$ cat src/rtl/onehot_encoder_pipe.sv
// N-to-log2(N) one-hot/priority encoder with zero/multi-hot flags and a saturating error counter.
// Latency 1; the output register holds while out_valid && !out_ready, in_ready = !out_valid || out_ready.
module onehot_encoder_pipe #(
  parameter int N         = 8,
  parameter int W         = $clog2(N),
  parameter bit MSB_FIRST = 1'b0,
  parameter int ERR_W     = 8
) (
  input  logic             clk,
  input  logic             rst_n,
  input  logic             in_valid,
  output logic             in_ready,
  input  logic [N-1:0]     in_data,
  input  logic             strict,
  output logic             out_valid,
  input  logic             out_ready,
  output logic [W-1:0]     out_idx,
  output logic             out_zero,
  output logic             out_multi,
  output logic             out_err,
  input  logic             clr_err,
  output logic [ERR_W-1:0] err_count
);

  logic         accept;
  logic         nxt_zero;
  logic         nxt_multi;
  logic         nxt_err;
  logic [W-1:0] pri_idx;
  logic [W-1:0] nxt_idx;

  assign in_ready = !out_valid || out_ready;
  assign accept   = in_valid && in_ready;

  // Clearing the lowest set bit leaves something only when two or more bits are set.
  assign nxt_zero  = ~|in_data;
  assign nxt_multi = |(in_data & (in_data - N'(1)));
  assign nxt_err   = nxt_zero || (nxt_multi && strict);

  // The last matching iteration wins, so the scan direction picks the priority.
  always_comb begin
    pri_idx = '0;
    if (MSB_FIRST) begin
      for (int i = 0; i < N; i++) begin
        if (in_data[i]) pri_idx = W'(i);
      end
    end else begin
      for (int i = N - 1; i >= 0; i--) begin
        if (in_data[i]) pri_idx = W'(i);
      end
    end
  end

  always_comb begin
    nxt_idx = pri_idx;
    if (nxt_err) nxt_idx = '0;
  end

  always_ff @(posedge clk) begin
    if (!rst_n) begin
      out_valid <= 1'b0;
      out_idx   <= '0;
      out_zero  <= 1'b0;
      out_multi <= 1'b0;
      out_err   <= 1'b0;
    end else if (accept) begin
      out_valid <= 1'b1;
      out_idx   <= nxt_idx;
      out_zero  <= nxt_zero;
      out_multi <= nxt_multi;
      out_err   <= nxt_err;
    end else if (out_ready) begin
      out_valid <= 1'b0;
    end
  end

  // Counted at acceptance; a coincident clear takes precedence.
  always_ff @(posedge clk) begin
    if (!rst_n) begin
      err_count <= '0;
    end else if (clr_err) begin
      err_count <= '0;
    end else if (accept && nxt_err && (err_count != {ERR_W{1'b1}})) begin
      err_count <= err_count + ERR_W'(1);
    end
  end

endmodule

$ cat config.mk
export PLATFORM = sky130hd
export DESIGN_NAME = onehot_encoder_pipe
export DESIGN_NICKNAME = d
export VERILOG_FILES = /design/src/rtl/onehot_encoder_pipe.sv
export SDC_FILE = /design/constraint.sdc
export NUM_CORES = 1
export LEC_CHECK = 0
export CORE_UTILIZATION = 44
export CTS_CLUSTER_DIAMETER = 80
export DETAILED_ROUTE_END_ITERATION = 10
export PLACE_DENSITY = 0.78
export SYNTH_ARGS = -nofsm -noshare
export SYNTH_HDL_FRONTEND = slang
export SYNTH_SLANG_ARGS = --single-unit
export TNS_END_PERCENT = 10
$ cat constraint.sdc
create_clock -name clk -period 2.75 [get_ports clk]
set_input_delay 0.55 -clock clk [delete_from_list [all_inputs] [get_ports clk]]
set_output_delay 0.55 -clock clk [all_outputs]
set_load 0.1 [all_outputs]
# --- Word-level counts from Yosys, hierarchy flattened ---
# Index checks and enable logic that the tools add are counted.
# Widths: inputs -> output; s select.
classes:
  n_addsub: 2
  bitwise: 2
  n_eq_ne: 1
  n_mux: 11
  reduce_logical: 12
op_table:
  columns: ["operator", "count"]
  rows:
  - ["$mux 3", 9]
  - ["$reduce_or 8->1", 2]
  - ["$add 8x1->8 const B", 1]
  - ["$and 8x8->8", 1]
  - ["$ne 8x8->1 const B", 1]
  - ["$sub 8x1->8 const B", 1]
  - ["$logic_and 1x1->1", 4]
  - ["$logic_not 1->1", 2]
  - ["$logic_or 1x1->1", 2]
  - ["$mux 1", 2]
  - ["$reduce_bool 2->1", 1]
  - ["$reduce_or 2->1", 1]
  - ["$not 1->1", 1]
totals:
  ff_bits: 15
  elab_cells: 34
  out_inout_bits: 16
  in_bits: 14

# --- Longest topological paths before layout ---
# Gate-level depths: netlist (run 1).
logic_depth:
  word_depth: 9
  depth_mapped: 7
  ltp_nobuf: 6

# --- Worst setup path before layout (run 1) ---
# OpenSTA, ideal clock, no wires.
synth_timing:
  path_type: "register to register"
  from: "reg out_valid"
  to: "reg err_count[2]"
  setup_time_ps: 104
  n_path_buf: 1
  required_ps: 2646
  path_stages_with_launch: 7
  arrival_time_ps: 2739
  synth_period_minus_slack_ps: 2843
  setup_slack_ps: -93
  path_cell_list: "dfxtp_1 nand2b_1 and2_1 o41ai_4 buf_6 o311ai_0 o41ai_1"
synth_between:
  elab_chain_len: 5
synth_rtl:
  columns: ["item", "line", "source"]
  rows:
  - ["start, declared", "15", "output logic out_valid,"]
  - ["start signal, assigned", "61", "out_valid <= 1'b0;"]
  - ["start signal, assigned", "67", "out_valid <= 1'b1;"]
  - ["start signal, assigned", "73", "out_valid <= 1'b0;"]
  - ["$logic_not 1->1", "32", "assign in_ready = !out_valid || out_ready;"]
  - ["$logic_or 1x1->1", "32", null]
  - ["via in_ready", "12", "output logic in_ready,"]
  - ["$logic_and 1x1->1", "33", "assign accept = in_valid && in_ready;"]
  - ["$logic_and 1x1->1 (2 in series)", "83", "end else if (accept && nxt_err && (err_count != {ERR_W{1'b1}})) begin"]
  - ["end signal, assigned", "84", "err_count <= err_count + ERR_W'(1);"]
  - ["end, declared", "22", "output logic [ERR_W-1:0] err_count"]
# The timed path passes the listed nets, and every way through them passes these cells.
# A chain may end at the register's enable or synchronous reset.

# --- Worst setup path after layout (run 1) ---
layout_timing:
  from: "in in_data[0]"
  to: "reg err_count[6]"
layout_between:
  elab_chain_len: 7
  word_cells_on_any_way: 9
  classes_between: "1 x add/sub; 1 x bitwise; 7 x reduce/logical"
layout_rtl:
  columns: ["item", "line", "source"]
  rows:
  - ["start, declared", "13", "input logic [N-1:0] in_data,"]
  - ["$sub 8x1->8", "37", "assign nxt_multi = |(in_data & (in_data - N'(1)));"]
  - ["$and 8x8->8", "37", null]
  - ["$reduce_or 8->1", "37", null]
  - ["$logic_and 1x1->1", "38", "assign nxt_err = nxt_zero || (nxt_multi && strict);"]
  - ["$logic_or 1x1->1 (*)", "38", null]
  - ["$logic_and 1x1->1 (*) (2 in series)", "83", null]
# Every way passes the cells marked *; elsewhere a longest branch is shown, timed or not.

==> results of run 1 <==
-- state kept, by name (all words and copies together) (netlist names) --
name       flops
out_valid      1
out_err        1
out_multi      1
out_zero       1
out_idx        3
err_count      8
-- tightest hold or removal path: stages, from the launching register on --
cell and delay [ns]:
dfxtp_1 0.32, nand2_1 0.05, a21oi_1 0.05
-- power by group --
part           switching [mW]  total (mW)  internal [mW]
clock                  0.0718       0.128         0.0564
combinational          0.0928       0.152         0.0596
sequential            0.00357       0.226          0.222
-- placed cells by master, fill, tap and decap left out, types with 5 or more instances in the layout --
master / Yosys / layout
buf_4: 0 / 29
dfxtp_1: 15 / 15
a21oi_1: 13 / 13
clkdlybuf4s50_1: 0 / 13
nor3_1: 8 / 8
nand2_1: 8 / 8
or4_1: 5 / 5
nor2_1: 5 / 5
-- layer usage --
metal  up-vias  wire length, µm  track usage
met5         -                0            0
met4         0               19       0.0514
met3         2              154       0.0615
met2        40             1120        0.375
met1       470             1040        0.304
li1        502                -            -
-- worst max path at each step --
stage                from            to  cells past startpoint
2_1_floorplan   out_valid  err_count[2]                      6
3_3_place_gp   in_data[4]  err_count[6]                      6
6_report       in_data[0]  err_count[6]                      6
5_1_grt        in_data[4]  err_count[6]                      6
3_5_place_dp   in_data[4]  err_count[6]                      6
4_1_cts        in_data[4]  err_count[6]                      6
-- area by class of cell --
class / instances / area share
clock buffers: 4 / 0.0204
inverters: 4 / 0.0117
multi-input cells: 82 / 0.424
flip-flops and latches: 15 / 0.233
well taps: 25 / 0.0243
repair buffers: 43 / 0.286
-- logic make-up (layout without fill, tap and decap cells) --
group / after synthesis / count (layout) / synth area share
simple gates: 48 / 48 / 0.330
compound gates: 32 / 32 / 0.252
flops: 15 / 15 / 0.336
buf+inv: 9 / 51 / 0.0573
fa+ha+maj: 2 / 2 / 0.0252
==> run metrics, run 1 <==
status finished, final reports clean; half-perimeter wire length after placement 1850 µm; Avg Inst Size Synth 8.44 µm²; reg2reg start err_count[0]; Longest Clk Path Bufs 2; Hold Path Sink out_zero; maximum number of pins on one net before global-route repair 14; largest area contributor in the netlist dfxtp_1; CTS-repair resized insts 0; Vias 1,014; root buf cell clkbuf_4; gr usage total 0.230; final core utilization 0.707; Hold Slack 0.462 ns; placed cells 169; Setup crit start kind primary input; RePlAce Congestion 0.806; FMAX 0.408 GHz; Setup Crit Path Kind primary input to flop; clk_skew 0.0105 ns; FF+latch count, synth 15; final setup vio count 0; synth-to-layout area growth 43.8%; final hold vios 0; leak pwr 0.476 nW; Post-synth ARST share 0; Post-synth EDFFs 0; CTS tree built; fin crit period 2.45 ns; io pins 30; DR iter-0 viols 31; Cell variety after synth 37; Rows 15; # H-tree levels 1; CTS Hold Bufs 0; worst hold path type flop to flop; crit-path max FO 3; Hold Startpoint out_zero; register-to-register setup slack 0.92 ns; layout cells sized above 1 0.270; Worst EP arrival 2.63 ns; Mapped Cells 106; Post-Route Setup TNS 0 ns; post-route worst setup slack 0.300 ns; Final Cycle Share 0.891; critical path endpoint category flop; Reg clk slew, reported paths 0.09 ns; worst slew pin tran 0.421 ns; Core ar. 1820 µm²; number of inserted diodes 0; pre-CTS setup slack -0.0142 ns; postcts setup bufs 0; max_slew headroom 0.719; CP delay by family, top simple AND/OR/NAND/NOR gates; DIE WIDTH 47.1 µm; clk_lat worst skew 0.29 ns; Max-Cap Viols 0; syn_nets 121; Vias/cell 5.86; synth top area cells dfxtp_1 (34%), a21oi_1 (7.3%), nor3_1 (4.5%); Critical R2R Capture err_count[5]; R2R depth 6; Remaining Overflow, GRT 0; Detailed Routing Iterations Pass 1 4; sequential area share after synthesis 0.336; Die H 47.1 µm; Filler Cells Inserted 146; drt total wl 2340 µm; Worst Hold Depth 2; post-route cell area 1290 µm²; wire per inst 13.5 µm; global-route wire length before repair 3530 µm; vias in the first global route 832; Slew Viols, Final 0; Clock Sinks 15; pwr dens 394 nW/µm²; detailed-route DRC error count 0; CP peak stage delay 0.61 ns; Antenna Nets Post-Route 0; critical-path cell list clkdlybuf4s50_1, or4_1, and3_4, or4_4, a41oi_1, a311oi_1; Slowest-stage cell, CP or4_1; Peak VDD IR 0.332 mV; number of synthesis warnings 0; Synth Cell Area 895 µm²; RSZ-0062 raised after global routing false; PortBufs 29; dpl cell area 1260 µm²; antenna violations before repair 0; cts bufs inserted 3; sequential cell area 300 µm²; Total Die Area 2220 µm²; non-filler cells, final 173; starting density of the core 0.491; Yosys top cell area share 0.336; top-count cell post-synth dfxtp_1; WP buf/inv 1; Top FF cell, synth dfxtp_1; multi-input gate area in the final layout 546 µm²; Final nets 164; worst endpoint required time 2.93 ns; Post-synth top cells dfxtp_1 (15), a21oi_1 (13), nand2_1 (8), nor3_1 (8); total power 0.506 mW
Power figures use the tool's default switching activity.
==> run 2: changes to the inputs <==
--- a/config.mk
+++ b/config.mk
@@ -9,6 +9,7 @@
 export CTS_CLUSTER_DIAMETER = 80
 export DETAILED_ROUTE_END_ITERATION = 10
 export PLACE_DENSITY = 0.78
+export SKIP_CTS_REPAIR_TIMING = 1
 export SYNTH_ARGS = -nofsm -noshare
 export SYNTH_HDL_FRONTEND = slang
 export SYNTH_SLANG_ARGS = --single-unit
==> results of run 2 <==
No change in the layout: final DEF, timing and power equal those of run 1.
